==> config.mk <==
export PLATFORM = sky130hd
export DESIGN_NAME = lutram_sync_fifo
export DESIGN_NICKNAME = d
export VERILOG_FILES = /design/src/rtl/lutram_sync_fifo.sv
export SDC_FILE = /design/constraint.sdc
export NUM_CORES = 1
export LEC_CHECK = 0
export CAP_MARGIN = 20
export CORE_AREA = 2 2 147 149
export CTS_BUF_LIST = sky130_fd_sc_hd__clkbuf_8 sky130_fd_sc_hd__clkbuf_16
export CTS_CLUSTER_DIAMETER = 120
export DETAILED_ROUTE_END_ITERATION = 12
export DIE_AREA = 0 0 149 151
export GPL_ROUTABILITY_DRIVEN = 0
export PLACE_DENSITY = 0.74
export SETUP_SLACK_MARGIN = 0.5
export SLEW_MARGIN = 20
export SYNTH_ARGS = -nofsm -noshare
export SYNTH_HDL_FRONTEND = slang
export SYNTH_SLANG_ARGS = --single-unit
==> constraint.sdc <==
create_clock -name clk -period 3.1 [get_ports clk]
set_clock_uncertainty 0.15 [all_clocks]
set_input_delay 0.465 -clock clk [delete_from_list [all_inputs] [get_ports clk]]
set_output_delay 0.465 -clock clk [all_outputs]
set_load 0.01 [all_outputs]
==> src/rtl/lutram_sync_fifo.sv <==
// lutram_sync_fifo
// ----------------
// Single-clock FIFO whose storage is distributed (LUT) RAM. The memory is
// written synchronously and read asynchronously at rd_ptr; the read word is
// captured into the q register on an accepted read. Status flags are decoded
// combinationally from the registered occupancy count, so they follow the
// accepting edge by one cycle.
//
// Build option (macro): LUTRAM_FIFO_OUT_REG_EN
//   defined   - a second register stage follows q/q_vld (read latency 2)
//   undefined - q/q_vld come straight from the capture register (latency 1)
//
// Parameters
//   DATA_WIDTH  bits per entry (>= 1)
//   ADDR_BITS   depth = 2**ADDR_BITS, legal 2..9
//   AFULL_TH    almost_full  when count >= AFULL_TH
//   AEMPTY_TH   almost_empty when count <= AEMPTY_TH
//
// Ports
//   clk           clock
//   reset_n       synchronous active-low reset
//   wren/wdata    write request and data
//   rden          read request
//   q/q_vld       read data and its one-cycle valid pulse
//   full/empty    count == depth / count == 0
//   almost_full   count >= AFULL_TH
//   almost_empty  count <= AEMPTY_TH
//   count         occupancy 0..depth
//   overflow      sticky, write while full
//   underflow     sticky, read while empty
//   err_clr       clears overflow/underflow (a coincident new error wins)

module lutram_sync_fifo #(
    parameter int DATA_WIDTH = 8,
    parameter int ADDR_BITS  = 5,
    parameter int AFULL_TH   = 2**ADDR_BITS - 2,
    parameter int AEMPTY_TH  = 2
) (
    input  logic                  clk,
    input  logic                  reset_n,
    input  logic                  wren,
    input  logic [DATA_WIDTH-1:0] wdata,
    input  logic                  rden,
    output logic [DATA_WIDTH-1:0] q,
    output logic                  q_vld,
    output logic                  full,
    output logic                  empty,
    output logic                  almost_full,
    output logic                  almost_empty,
    output logic [ADDR_BITS:0]    count,
    output logic                  overflow,
    output logic                  underflow,
    input  logic                  err_clr
);

    localparam int                DEPTH     = 2**ADDR_BITS;
    localparam logic [ADDR_BITS:0] DEPTH_C  = (ADDR_BITS+1)'(DEPTH);
    localparam logic [ADDR_BITS:0] AFULL_C  = (ADDR_BITS+1)'(AFULL_TH);
    localparam logic [ADDR_BITS:0] AEMPTY_C = (ADDR_BITS+1)'(AEMPTY_TH);

    // ------------------------------------------------------------------
    // Storage: no reset so it maps onto LUTRAM.
    // ------------------------------------------------------------------
    (* ram_style = "distributed" *)
    logic [DATA_WIDTH-1:0] mem_q [DEPTH];

    logic [ADDR_BITS-1:0]  wr_ptr_q, wr_ptr_d;
    logic [ADDR_BITS-1:0]  rd_ptr_q, rd_ptr_d;
    logic [ADDR_BITS:0]    count_q,  count_d;
    logic [DATA_WIDTH-1:0] q1_q,     q1_d;
    logic                  q1_vld_q, q1_vld_d;
    logic                  ovf_q,    ovf_d;
    logic                  udf_q,    udf_d;

    logic full_w, empty_w;
    logic wr_acc, rd_acc;
    logic [DATA_WIDTH-1:0] rd_word;

    // Flags come from the registered count only.
    assign full_w  = (count_q == DEPTH_C);
    assign empty_w = (count_q == '0);

    // Acceptance uses the flags as they stand at the start of the cycle, so
    // a full FIFO accepts a read but drops a simultaneous write, and an empty
    // FIFO accepts a write but rejects a simultaneous read (no bypass).
    assign wr_acc = wren & ~full_w;
    assign rd_acc = rden & ~empty_w;

    // Asynchronous LUTRAM read.
    assign rd_word = mem_q[rd_ptr_q];

    always_comb begin
        wr_ptr_d = wr_ptr_q;
        rd_ptr_d = rd_ptr_q;
        count_d  = count_q;
        q1_d     = q1_q;
        q1_vld_d = 1'b0;
        ovf_d    = ovf_q;
        udf_d    = udf_q;

        if (wr_acc) begin
            wr_ptr_d = wr_ptr_q + 1'b1;     // wraps naturally at depth
        end
        if (rd_acc) begin
            rd_ptr_d = rd_ptr_q + 1'b1;
            q1_d     = rd_word;
            q1_vld_d = 1'b1;
        end

        case ({wr_acc, rd_acc})
            2'b10:   count_d = count_q + 1'b1;
            2'b01:   count_d = count_q - 1'b1;
            default: count_d = count_q;
        endcase

        // Clear first, then set, so a coincident error event wins.
        if (err_clr) begin
            ovf_d = 1'b0;
            udf_d = 1'b0;
        end
        if (wren & full_w) begin
            ovf_d = 1'b1;
        end
        if (rden & empty_w) begin
            udf_d = 1'b1;
        end
    end

    always_ff @(posedge clk) begin
        if (wr_acc) begin
            mem_q[wr_ptr_q] <= wdata;
        end
    end

    always_ff @(posedge clk) begin
        if (!reset_n) begin
            wr_ptr_q <= '0;
            rd_ptr_q <= '0;
            count_q  <= '0;
            q1_q     <= '0;
            q1_vld_q <= 1'b0;
            ovf_q    <= 1'b0;
            udf_q    <= 1'b0;
        end else begin
            wr_ptr_q <= wr_ptr_d;
            rd_ptr_q <= rd_ptr_d;
            count_q  <= count_d;
            q1_q     <= q1_d;
            q1_vld_q <= q1_vld_d;
            ovf_q    <= ovf_d;
            udf_q    <= udf_d;
        end
    end

`ifdef LUTRAM_FIFO_OUT_REG_EN
    // Extra output stage to break the LUT-to-consumer path.
    logic [DATA_WIDTH-1:0] q2_q;
    logic                  q2_vld_q;

    always_ff @(posedge clk) begin
        if (!reset_n) begin
            q2_q     <= '0;
            q2_vld_q <= 1'b0;
        end else begin
            q2_q     <= q1_q;
            q2_vld_q <= q1_vld_q;
        end
    end

    assign q     = q2_q;
    assign q_vld = q2_vld_q;
`else
    assign q     = q1_q;
    assign q_vld = q1_vld_q;
`endif

    assign full         = full_w;
    assign empty        = empty_w;
    assign almost_full  = (count_q >= AFULL_C);
    assign almost_empty = (count_q <= AEMPTY_C);
    assign count        = count_q;
    assign overflow     = ovf_q;
    assign underflow    = udf_q;

endmodule

==> results.toml <==
[global_route]
grt_pass1_vias = 6050
grt_util_met2_pct = 33.8
antenna_found_initial = 0
grt-ovfl-total = 0
met1_usage_pct = 30.2
top_usage_layer = "met2"
track_usage_pct = 20.9
grt_pass1_wl_um = 35200
grt_use_met3_pct = 2.92
grt_max_degree = 33

[routing]
ant_nets = 0
dr.pass1.iters = 5
viasPerCell = 6.00
routedWlPerCell_um = 22.8
drc = 0
dr.first_iter.drc_count = 698
wl_um = 22900
vias = 6029

[worst_setup_path]
end_kind = "register"
reg2regPathDepth = 10
cp_top_family = "compound AO/OA/AOI/OAI gates"
cp.required_ns = 3.39
cp-start-kind = "register"
regToRegSetupSlack_ns = 0.31
r2r_start = "count[3]"
cp_slowest_cell = "a222oi_1"
cpPeakStageDelay_ns = 0.41
crit_type = "reg -> reg"
path_max_fanout = 3
reg2reg_to = "count[4]"
worstPathBufferInverterCount = 0
arrival_ns = 3.09
crit_chain = "or3_4 > o41a_1 > ha_4 > xor2_1 > ha_2 > a21oi_4 > o22ai_2 > a222oi_1 > o21ai_1 > a21oi_1"

[synthesis]
ys_seq_area_share_pct = 73.6
yosysMostFrequentCell = "edfxtp_1"
synth_seq_cells = 283
yosysWarnings = 0
synthTopCellsByArea = "edfxtp_1, mux4_2, dfxtp_1, mux2i_1, nor2_1"
netlist_top_cells_count = "edfxtp_1, nor2_1, mux4_2"
syn_inst = 611
synth_largest_area_cell = "edfxtp_1"
synth_enable_flop_cells = 256
synth_async_sr_flop_share_pct = 0
syn_area_um2 = 11200
synth_ff_type = "edfxtp_1"
syn-num-nets = 632
synth_cell_types = 50
synth.top_cell.area_share_pct = 68.8
syn_area_per_cell_um2 = 18.3

[finish]
fill_cells = 1410
regArea_um2 = 8250
area_growth_pct = 18.6
diodes = 0
final_nets = 730
multi_input_area_um2 = 2800
drive_gt1_share_pct = 25.4
utilization_pct = 63.7

[timing]
worst_slew_pin_slew_ns = 0.831
finalWorstSetupSlack_ns = 0.307
tns_ns = 0
final_hold_viol_count = 0
slew_violations = 0
max_freq_ghz = 0.358
period_share_pct = 90.1
relSlewSlack_pct = 44.4
fin_crit_ns = 2.79
rsz0062_at_grt = "true"
setup_violations = 0

[die]
die_h_um = 151
die_w_um = 149
core_um2 = 20800
design.die.area_um2 = 22500
fp-row-count = 53
ioPinCount = 34
start_util_pct = 53.7

[clock_tree]
clock-sinks = 283
cts-hold-fix-buffers = 0
root_buffer = "clkbuf_16"
clk_latency_ns = 0.52
cts_made_buffers = 26
cts-htree-levels = 1
clk_path_buf_depth = 3
cts_tree = "built"
cts.clk_slew.worst_paths_ns = 0.07

[placed_design]
dp_hpwl_um = 14200
io_buffers = 33
pre_cts_ws_ns = 0.122

[hold_path]
hp-class = "reg -> reg"
min_path_cells = 1
whs_endpoint = "q[6]"
worstHoldStart = "q[6]"

[power_and_ir_drop]
p_leak_nw = 4.35
powerDensity_nw_per_um2 = 757
p_total_w = 0.0100
ir_worst_vdd_mv = 0.379

[job]
maxCapViolCount = 0

[outcome]
status = "finished clean"
## sequential cells by signal (all words and copies together) (netlist names)
register   cells
underflow      1
rd_ptr_q       5
q              8
overflow       1
q_vld          1
count          6
wr_ptr_q       5
mem_q        256
## what timing repair did
action	in CTS	in global routing
pin swaps	6	4
setup endpoints to repair	15	8
setup buffers	9	1
gates resized for setup	12	10
## layout by cell type, fill, tap and decap left out, types with 2 or more instances in the layout
| cell | n |
|---|---|
| edfxtp_1 | 256 |
| buf_4 | 71 |
| nor2_1 | 53 |
| mux4_2 | 48 |
| mux2i_1 | 38 |
| clkdlybuf4s50_1 | 30 |
| clkbuf_16 | 27 |
| a21oi_1 | 22 |
| dfxtp_1 | 21 |
| a22o_1 | 14 |
| inv_1 | 10 |
| xor2_1 | 9 |
| o221ai_1 | 8 |
| a22oi_1 | 8 |
| o22ai_1 | 7 |
| nand2_1 | 6 |
| bufinv_16 | 6 |
| nand3b_1 | 5 |
| or3_1 | 5 |
| clkinv_1 | 5 |
| nor2b_1 | 5 |
| ha_1 | 5 |
| a2111oi_0 | 4 |
| nand4_1 | 4 |
| clkinvlp_4 | 4 |
| dfxtp_4 | 4 |
| nand3_1 | 3 |
| o21ai_0 | 3 |
| xnor2_1 | 3 |
| clkinv_2 | 3 |
| or3b_2 | 2 |
| a2111oi_1 | 2 |
| o21ai_1 | 2 |
| ha_2 | 2 |
| dfxtp_2 | 2 |
| dlygate4sd2_1 | 2 |
## kinds of logic (layout without fill, tap and decap cells)
family | after synthesis | in the layout | share of synthesized area (%)
multiplexers | 86 | 86 | 13.1
flip-flops | 283 | 283 | 73.6
buffers and inverters | 44 | 162 | 1.96
adder cells (fa/ha/maj) | 8 | 8 | 0.896
XOR/XNOR | 12 | 12 | 0.941
AND/OR/NAND/NOR | 93 | 93 | 4.02
AO/OA/AOI/OAI | 85 | 85 | 5.48
## stage by stage
stage          std cells  hold slack [ns]  area, µm²
2_1_floorplan        611            0.361      11200
3_3_place_gp         946            0.321      12200
3_5_place_dp         946            0.335      12200
4_1_cts             1003            0.350      13200
5_1_grt             1004            0.358      13300
6_report            1004            0.346      13300
## routing by layer
layer	wire length, µm	vias up
li1	-	2660
met1	9780	3064
met2	11000	250
met3	1510	55
met4	622	0
met5	0	-
## worst reg2reg max path, stage by stage, from the launching register on
cell      delay, ns
dfxtp_4        0.35
or3_4          0.38
o41a_1         0.39
ha_4           0.20
xor2_1         0.14
ha_2           0.20
a21oi_4        0.15
o22ai_2        0.08
a222oi_1       0.41
o21ai_1        0.12
a21oi_1        0.16
## worst max path at each step
| stage | from | end | slack [ns] | cells past startpoint |
|---|---|---|---|---|
| after floorplan | count[3] | count[4] | 0.15 | 13 |
| after global placement | wren | count[4] | 0.27 | 12 |
| after detailed placement | wren | count[4] | 0.12 | 12 |
| after CTS | count[2] | count[4] | 0.37 | 10 |
| after global routing | count[3] | count[4] | 0.25 | 10 |
| final | count[3] | count[4] | 0.31 | 10 |
## power breakdown
group | internal (W) | switching (W)
Clock | 0.00208 | 0.00132
Sequential | 0.00432 | 0.000150
Combinational | 0.00108 | 0.00109
Total | 0.00748 | 0.00256
## final cells by class
type / count / area share [%]
timing repair buffer: 107 / 6.86
inverter: 7 / 0.198
clock inverter: 21 / 1.93
clock buffer: 27 / 5.10
multi-input combinational: 284 / 21.1
sequential: 283 / 62.2
tap: 275 / 2.60
Power figures use the tool's default switching activity.
